[src/rtl/systolic_pkg.sv]
// Shared types and width helpers for the systolic-array control sequencer.
package systolic_pkg;

    typedef enum logic [1:0] {
        IDLE    = 2'd0,
        LOAD    = 2'd1,
        COMPUTE = 2'd2,
        DONE    = 2'd3
    } sched_state_t;

    function automatic int k_width(input int k_max);
        return $clog2(k_max + 1);
    endfunction

    function automatic int stage_width(input int rows, input int k_max, input int cols);
        return $clog2(rows + k_max + cols);
    endfunction

endpackage

[src/rtl/stage_ticker.sv]
// Stage prescaler: counts enabled cycles and ticks on the last cycle of each stage.
module stage_ticker #(
    parameter int STAGE_CYCLES = 4
) (
    input  logic clk,
    input  logic reset,
    input  logic enable,
    input  logic clear,
    output logic tick
);

    generate
        if (STAGE_CYCLES <= 1) begin : g_direct
            // Every enabled cycle closes a stage, so no counter is needed.
            logic unused_inputs;
            assign unused_inputs = ^{clk, reset, clear};
            assign tick = enable;
        end else begin : g_count
            localparam int CW = $clog2(STAGE_CYCLES);
            logic [CW-1:0] cnt;

            always_ff @(posedge clk or negedge reset) begin
                if (!reset) begin
                    cnt <= '0;
                end else if (clear) begin
                    cnt <= '0;
                end else if (enable) begin
                    if (cnt == CW'(STAGE_CYCLES - 1)) cnt <= '0;
                    else                              cnt <= cnt + 1'b1;
                end
            end

            assign tick = enable && (cnt == CW'(STAGE_CYCLES - 1));
        end
    endgenerate

endmodule

[src/rtl/systolic_scheduler.sv]
// Weight-stationary systolic array sequencer: optional weight load, staggered
// per-row multiply enables (ramp in / drain out), then a one-cycle done pulse.
module systolic_scheduler
    import systolic_pkg::*;
#(
    parameter int ROWS         = 4,
    parameter int COLS         = 4,
    parameter int STAGE_CYCLES = 4,
    parameter int K_MAX        = 16
) (
    input  logic                          clk,
    input  logic                          reset,
    input  logic                          general_enable,
    input  logic                          start,
    input  logic                          reuse_weights,
    input  logic [k_width(K_MAX)-1:0]     k_len,
    output logic                          busy,
    output logic [ROWS-1:0]               load_weight,
    output logic [ROWS-1:0]               enable_mult,
    output logic                          done,
    output sched_state_t                  dbg_state
);

    localparam int KW = k_width(K_MAX);
    localparam int SW = stage_width(ROWS, K_MAX, COLS);
    localparam int LW = $clog2(ROWS + 1);

    // Handshake: start is a request taken on any rising edge where general_enable
    // is high and the sequencer is in IDLE or DONE; at any other time it is dropped.
    sched_state_t  state;
    logic [SW-1:0] stage;
    logic [KW-1:0] k_q;
    logic [KW-1:0] k_in;
    logic [LW-1:0] load_cnt;
    logic          tick;
    int            s_tot;

    assign k_in      = (int'(k_len) > K_MAX) ? KW'(K_MAX) : k_len;
    assign s_tot     = ROWS + int'(k_q) + COLS - 2;
    assign dbg_state = state;

    stage_ticker #(.STAGE_CYCLES(STAGE_CYCLES)) u_ticker (
        .clk    (clk),
        .reset  (reset),
        .enable (general_enable && (state == COMPUTE)),
        .clear  (state != COMPUTE),
        .tick   (tick)
    );

    // Row j (bit ROWS-1-j) multiplies while its skewed window covers stage s.
    function automatic logic [ROWS-1:0] row_mask(input logic [SW-1:0] s, input logic [KW-1:0] k);
        logic [ROWS-1:0] m;
        m = '0;
        for (int j = 0; j < ROWS; j++)
            m[ROWS-1-j] = (int'(s) >= j) && (int'(s) < j + int'(k) + COLS - 1);
        return m;
    endfunction

    always_ff @(posedge clk or negedge reset) begin
        if (!reset) begin
            state       <= IDLE;
            stage       <= '0;
            k_q         <= '0;
            load_cnt    <= '0;
            busy        <= 1'b0;
            load_weight <= '0;
            enable_mult <= '0;
            done        <= 1'b0;
        end else if (!general_enable) begin
            load_weight <= '0;
            enable_mult <= '0;
            done        <= 1'b0;
        end else begin
            load_weight <= '0;
            enable_mult <= '0;
            done        <= 1'b0;
            unique case (state)
                IDLE, DONE: begin
                    state <= IDLE;
                    busy  <= 1'b0;
                    if (start) begin
                        k_q      <= k_in;
                        stage    <= '0;
                        load_cnt <= '0;
                        if (!reuse_weights) begin
                            state       <= LOAD;
                            busy        <= 1'b1;
                            load_weight <= '1;
                        end else if (k_in != '0) begin
                            state       <= COMPUTE;
                            busy        <= 1'b1;
                            enable_mult <= row_mask('0, k_in);
                        end else begin
                            state <= DONE;
                            done  <= 1'b1;
                        end
                    end
                end
                LOAD: begin
                    if (load_cnt == LW'(ROWS - 1)) begin
                        if (k_q == '0) begin
                            state <= DONE;
                            busy  <= 1'b0;
                            done  <= 1'b1;
                        end else begin
                            state       <= COMPUTE;
                            enable_mult <= row_mask('0, k_q);
                        end
                    end else begin
                        load_cnt    <= load_cnt + 1'b1;
                        load_weight <= '1;
                    end
                end
                COMPUTE: begin
                    if (tick) begin
                        if (int'(stage) + 1 >= s_tot) begin
                            state <= DONE;
                            busy  <= 1'b0;
                            done  <= 1'b1;
                            stage <= '0;
                        end else begin
                            stage       <= stage + 1'b1;
                            enable_mult <= row_mask(stage + 1'b1, k_q);
                        end
                    end else begin
                        enable_mult <= row_mask(stage, k_q);
                    end
                end
            endcase
        end
    end

endmodule

[config.mk]
export PLATFORM = sky130hd
export DESIGN_NAME = systolic_scheduler
export DESIGN_NICKNAME = d
export VERILOG_FILES = /design/src/rtl/systolic_pkg.sv /design/src/rtl/stage_ticker.sv /design/src/rtl/systolic_scheduler.sv
export SDC_FILE = /design/constraint.sdc
export NUM_CORES = 1
export LEC_CHECK = 0
export CORE_ASPECT_RATIO = 0.6
export CORE_UTILIZATION = 35
export DETAILED_ROUTE_END_ITERATION = 10
export GPL_ROUTABILITY_DRIVEN = 0
export HOLD_SLACK_MARGIN = 0.02
export PLACE_DENSITY = 0.54
export SLEW_MARGIN = 5
export SYNTH_ARGS = -nofsm -noshare
export SYNTH_HDL_FRONTEND = slang
export SYNTH_SLANG_ARGS = --single-unit
[constraint.sdc]
create_clock -name clk -period 4.2 [get_ports clk]
set_input_delay 0.63 -clock clk [delete_from_list [all_inputs] [get_ports clk]]
set_output_delay 0.63 -clock clk [all_outputs]
set_load 0.05 [all_outputs]
==> reports/summary.txt, run 1 <==
WP data required - 4.32 ns
ys flop type - dfrtp_1
Worst path slowest cell - dfrtp_1
1st-iter DRT viols - 123
clk slew on worst S/H paths - 0.07 ns
TritonCTS Buffers - 3
core area - 0.00739 mm^2
crit-path max FO - 12
Setup CP Type - reg -> reg
min-delay worst type - reg -> reg
Slew headroom - 47.6%
fill count - 750
metal1 wirelength - 4170 um
ant diodes - 0
clock latency on the worst-skew pair - 0.26 ns
worst vdd ir - 0.000232 V
Slew @ Worst Pin - 0.775 ns
H-Tree Depth - 1
routed vias/inst - 5.43
RSZ-0062 raised after global routing - no
crit path time final - 3.45 ns
hold buffer count at cts - 0
Max Slew Vio Count - 0
#FFs+latches synth - 24
vias in the first global route - 2144
uppermost layer routed - met4
ratio of cells with drive above 1 in the final layout - 7.21%
total negative slack - 0 ns
total track usage - 19.4%
CP endpoint kind - flip-flop
WL/cell - 17.5 um
post-synth net total - 369
PortBufs - 21
initial core utilization - 36.8%
Cell variety after synth - 60
number of synthesized flops with an enable pin - 0
post-CTS resize count - 0
syn_area_per_cell - 9.04 um^2
GRT overflow - 0
power density over the cells - 686 mW/mm^2
detailed-router iteration count before antenna repair - 5
Routed met3 length - 537 um
register area share after synthesis - 22.1%
Final setup violation count - 0
num ports - 22
Syn Std Cell Area - 0.00272 mm^2
initial antenna violation count - 0
first-pass GRT wire length - 12000 um
DPL Wire Length - 6030 um
clk sinks - 24
DRT Wirelength - 7400 um
Worst Path Arrival - 3.57 ns
CP Cell Sequence - ha_1 > xor2_2 > nand3_1 > xnor2_1 > ha_1 > and3_1 > a221oi_2 > nor3_1 > nand3b_4 > nor4_1
deepest clock path buffer count - 2
startpoint types - flip-flop
largest net degree at the start of global routing - 25
period utilisation layout - 82.2%
CTS tree - yes
CP max stage delay - 0.65 ns
LEAKAGE - 1.47 nW
row count - 24
final hold vios - 0
cell mode on critical path - ha_1
Async S/R FF share, synth - 100%
vias - 2298
fin nets - 388
Clock Skew - 0.00693 ns
Post-DRT Antenna Nets - 0
status - finished, final reports clean
maxcap violations - 0
fmax - 290 MHz
met2 WL - 2680 um
die area - 0.00814 mm^2
Post CTS Setup Buffer Count - 0
Layout area overhead - 14.6%
DRC errors left - 0
Die W - 116 um
Yosys Warn Count - 0
Post-Syn Instances - 301
root buf cell - clkbuf_16
die height - 70.3 um
final hold slack - 0.526 ns
stage by stage:
| stage | setup slack, ns | power [mW] | util (%) | instances | instance area, um^2 |
|---|---|---|---|---|---|
| floorplan | 1.43 | 1.46 | - | 301 | 2720 |
| global placement | 0.928 | 1.84 | 40.8 | 419 | 3010 |
| detailed placement | 0.846 | 1.83 | 40.8 | 419 | 3010 |
| CTS | 0.824 | 2.12 | 42.2 | 423 | 3120 |
| global route | 0.517 | 2.32 | 42.2 | 423 | 3120 |
| finish | 0.748 | 2.14 | 42.2 | 423 | 3120 |
cell families (layout without fill, tap and decap cells):
| family | Yosys count | after routing | synth area share [%] |
|---|---|---|---|
| XOR/XNOR | 16 | 16 | 5.43 |
| adder cells (fa/ha/maj) | 58 | 58 | 26.7 |
| AO/OA/AOI/OAI | 83 | 83 | 20.2 |
| buffers and inverters | 29 | 47 | 5.29 |
| flip-flops | 24 | 24 | 22.1 |
| AND/OR/NAND/NOR | 86 | 86 | 18.4 |
| multiplexers | 5 | 5 | 1.93 |
registers in the layout, summed over array words and instances, names as in the netlist:
register	count
busy	1
dbg_state	2
done	1
enable_mult	4
k_q	5
load_cnt	3
load_weight	1
stage	5
u_ticker.g_count.cnt	2
cells in the mapped netlist (4+ instances only):
| library cell | count | area share, % |
|---|---|---|
| nor4_1 | 5 | 1.1 |
| a21oi_1 | 22 | 4.0 |
| o211ai_1 | 5 | 1.4 |
| a21o_1 | 4 | 1.1 |
| a22o_1 | 4 | 1.3 |
| nor2b_1 | 6 | 1.4 |
| xnor2_1 | 7 | 2.3 |
| a211oi_1 | 4 | 1.1 |
| nor2_1 | 15 | 2.1 |
| nand2_1 | 18 | 2.5 |
| dfrtp_1 | 24 | 22 |
| ha_1 | 58 | 27 |
| xor2_1 | 8 | 2.6 |
| nand3b_1 | 4 | 1.1 |
| buf_4 | 4 | 1.1 |
| inv_1 | 16 | 2.2 |
| o31ai_1 | 5 | 1.4 |
| o21ai_0 | 18 | 3.3 |
| nand3_1 | 10 | 1.8 |
| nor3_1 | 5 | 0.92 |
power by group:
group          internal (mW)  switching [mW]
registers              0.298           0.132
logic                  0.554           0.875
clock network          0.190          0.0897
total                   1.04            1.10
critical path, delay by kind of cell, from the launching register on:
kind / cells / cell delay (ns)
flops: 1 / 0.65
xor+xnor: 2 / 0.46
compound gates: 1 / 0.40
fa+ha+maj: 2 / 0.73
simple gates: 5 / 1.07
metal layers:
metal,vias to the layer above,track usage [%]
met5,-,0
met2,62,24.6
met1,1097,32.3
li1,1135,-
met4,0,2.14
met3,4,4.60
cell type report:
cell class | instances | area [um^2] | area share (%)
clock buffer | 3 | 75.1 | 2.41
tap | 104 | 130 | 4.17
sequential | 24 | 601 | 19.3
clock inverter | 1 | 30.0 | 0.963
multi-input combinational | 248 | 1980 | 63.4
inverter | 19 | 73.8 | 2.37
timing repair buffer | 24 | 233 | 7.46
worst paths after layout:
kind / from / endpoint / slack (ns) / depth (start not counted)
worst max-delay path: k_q[2] / enable_mult[1] / 0.75 / 10
worst min-delay path: u_ticker.g_count.cnt[1] / u_ticker.g_count.cnt[1] / 0.53 / 2
worst max register to register: k_q[2] / enable_mult[1] / 0.75 / 10
worst min register to register: u_ticker.g_count.cnt[1] / u_ticker.g_count.cnt[1] / 0.53 / 2
max in group asynchronous: reset / enable_mult[0] / 3.22 / 2
min in group asynchronous: reset / load_cnt[2] / 0.73 / 2
cell usage in the layout, fill, tap and decap left out, types with 2 or more instances in the layout:
cell type / synthesis / final
a211oi_1: 4 / 4
a21boi_0: 2 / 2
a21o_1: 4 / 4
a21oi_1: 22 / 22
a22o_1: 4 / 4
a22oi_1: 2 / 2
and2b_1: 2 / 2
and3_1: 3 / 3
buf_4: 4 / 3
clkbuf_16: 0 / 3
clkdlybuf4s50_1: 0 / 21
dfrtp_1: 24 / 24
ha_1: 58 / 58
inv_1: 16 / 16
inv_2: 2 / 2
mux2i_1: 3 / 3
nand2_1: 18 / 18
nand2b_1: 3 / 3
nand3_1: 10 / 10
nand3b_1: 4 / 4
nor2_1: 15 / 15
nor2b_1: 6 / 6
nor3_1: 5 / 5
nor4_1: 5 / 5
nor4_2: 2 / 2
o211ai_1: 5 / 5
o21a_1: 3 / 3
o21ai_0: 18 / 18
o22ai_1: 3 / 3
o31ai_1: 5 / 5
or3b_1: 2 / 2
xnor2_1: 7 / 7
xor2_1: 8 / 8
No activity file was read; power rests on OpenSTA's default activity.
==> run 2, diff against run 1 <==
--- a/config.mk
+++ b/config.mk
@@ -10,7 +10,7 @@
 export DETAILED_ROUTE_END_ITERATION = 10
 export GPL_ROUTABILITY_DRIVEN = 0
 export HOLD_SLACK_MARGIN = 0.02
-export PLACE_DENSITY = 0.54
+export PLACE_DENSITY = 0.56
 export SLEW_MARGIN = 5
 export SYNTH_ARGS = -nofsm -noshare
 export SYNTH_HDL_FRONTEND = slang
==> constraint.sdc (replaced) <==
create_clock -name clk -period 2.9 [get_ports clk]
set_input_delay 0.435 -clock clk [delete_from_list [all_inputs] [get_ports clk]]
set_output_delay 0.435 -clock clk [all_outputs]
set_load 0.05 [all_outputs]
==> reports/summary.txt, run 2 (synthesis gave the netlist of run 1 again) <==
maxcap violations - 0 (unchanged)
Setup CP Type - reg -> reg
GRT overflow - 0 (unchanged)
most frequent cells in the layout - ha_1, buf_4, dfrtp_1, a21oi_1, clkdlybuf4s50_1
CP Cell Sequence - ha_1 > xor2_2 > nand3_1 > xnor2_1 > ha_1 > and3_4 > a221oi_4 > o41a_4 > a21oi_2 > mux2_1
TritonCTS Buffers - 3 (unchanged)
die height - 70.3 um (unchanged)
cell mode on critical path - ha_1
deepest clock path buffer count - 2 (unchanged)
fin nets - 410 (+5.7%)
Final setup violation count - 0 (unchanged)
DRC errors left - 0 (unchanged)
CP endpoint kind - flip-flop
final hold vios - 0 (unchanged)
crit-path max FO - 5 (-7)
clk sinks - 24 (unchanged)
row count - 24 (unchanged)
initial core utilization - 36.8% (unchanged)
Largest regs - k_q x5, stage x5, enable_mult x4
startpoint types - flip-flop
root buf cell - clkbuf_16
LEAKAGE - 1.58 nW (+7.9%)
setup ws final - 0.0883 ns (-0.660 ns)
core area - 0.00739 mm^2 (unchanged)
vias in the first global route - 2139 (-0.23%)
power density over the cells - 1010 mW/mm^2 (+47%)
detailed-router iteration count before antenna repair - 5 (unchanged)
min-delay worst type - in -> async
WL/cell - 17.6 um (+0.48%)
fmax - 356 MHz (+23%)
Slew @ Worst Pin - 0.759 ns (-0.0157 ns)
PortBufs - 21 (unchanged)
Worst Path Arrival - 2.96 ns (-0.61 ns)
total negative slack - 0 ns (unchanged)
CP max stage delay - 0.47 ns (-0.18 ns)
crit path time final - 2.81 ns (-0.640 ns)
vias - 2391 (+4.0%)
Die W - 116 um (unchanged)
Clock Skew - 0.00302 ns (-0.00391 ns)
H-Tree Depth - 1 (unchanged)
Max Slew Vio Count - 0 (unchanged)
DPL Wire Length - 6220 um (+3.1%)
largest net degree at the start of global routing - 25 (unchanged)
WP data required - 3.05 ns (-1.27 ns)
pre-CTS WS - 0.0957 ns (-0.750 ns)
ratio of cells with drive above 1 in the final layout - 15.2% (+8.0 points)
period utilisation layout - 97.0% (+15 points)
num ports - 22 (unchanged)
Worst path slowest cell - o41a_4
routed vias/inst - 5.37 (-1.1%)
total track usage - 20.2% (+0.82 points)
initial antenna violation count - 0 (unchanged)
DRT Wirelength - 7820 um (+5.7%)
first-pass GRT wire length - 12300 um (+3.3%)
commonest non-fill, non-tap cell in the layout - ha_1
Post-DRT Antenna Nets - 0 (unchanged)
Slew headroom - 48.1% (+0.46 points)
Layout area overhead - 22.4%
1st-iter DRT viols - 171 (+39%)
clock latency on the worst-skew pair - 0.26 ns (about the same)
ant diodes - 0 (unchanged)
hold buffer count at cts - 0 (unchanged)
status - finished, final reports clean
clk slew on worst S/H paths - 0.07 ns (about the same)
die area - 0.00814 mm^2 (unchanged)
worst vdd ir - 0.000386 V (+66%)
CTS tree - yes
## run 2: layout make-up
cell class | count | area [um^2]
repair buffers | 46 | 398
flip-flops and latches | 24 | 602
multi-input cells | 248 | 2020
clock buffers | 3 | 75.1
fillers | 742 | 4060
well taps | 104 | 130
inverters | 19 | 73.8
clock inverters | 1 | 30.0
## run 2: power by group
part	switching [mW]	internal (mW)
registers	0.121	0.434
clock network	0.129	0.275
logic	1.43	0.972
total	1.68	1.68
## run 2: timing repair
item	CTS	global route
resized for setup	0	8
endpoints found under the hold margin	0	0
setup endpoints to repair	0	9
setup buffers	0	1
## run 2: path summary, 6_finish.rpt
kind	from	endpoint	slack (ns)	cells past startpoint
min in group clk	load_cnt[2]	load_cnt[2]	0.53	1
max in group asynchronous	reset	k_q[2]	2.08	2
worst min-delay path	reset	u_ticker.g_count.cnt[1]	0.53	2
worst min register to register	load_cnt[2]	load_cnt[2]	0.53	1
worst max register to register	k_q[2]	busy	0.09	10
worst max-delay path	k_q[2]	busy	0.09	10
## run 2: routing by layer
layer | share of wire, % | track usage (%)
met1 | 55 | 35.1
met2 | 37 | 24.7
met4 | 0.13 | 1.71
met3 | 7.6 | 3.91
met5 | 0 | 0
## run 2: metrics by stage
step	area, um^2	hold WS (ns)	util, %	power (mW)	std cells
6_report	3330	0.532	45.1	3.36	445
5_1_grt	3330	0.552	45.1	3.65	445
4_1_cts	3280	0.534	44.3	3.23	444
3_5_place_dp	3170	0.514	42.9	2.81	440
3_3_place_gp	3170	0.515	42.9	2.79	440
2_1_floorplan	2720	0.139	-	2.11	301
## run 2: critical path: cells and delay by family (launching register included)
kind                       cells  cell delay [ns]
AOI/OAI and AO/OA              3             0.66
adders and majority gates      2             0.60
DFF                            1             0.45
and+or+nand+nor                2             0.35
xor gates and xnor gates       2             0.32
muxes                          1             0.32
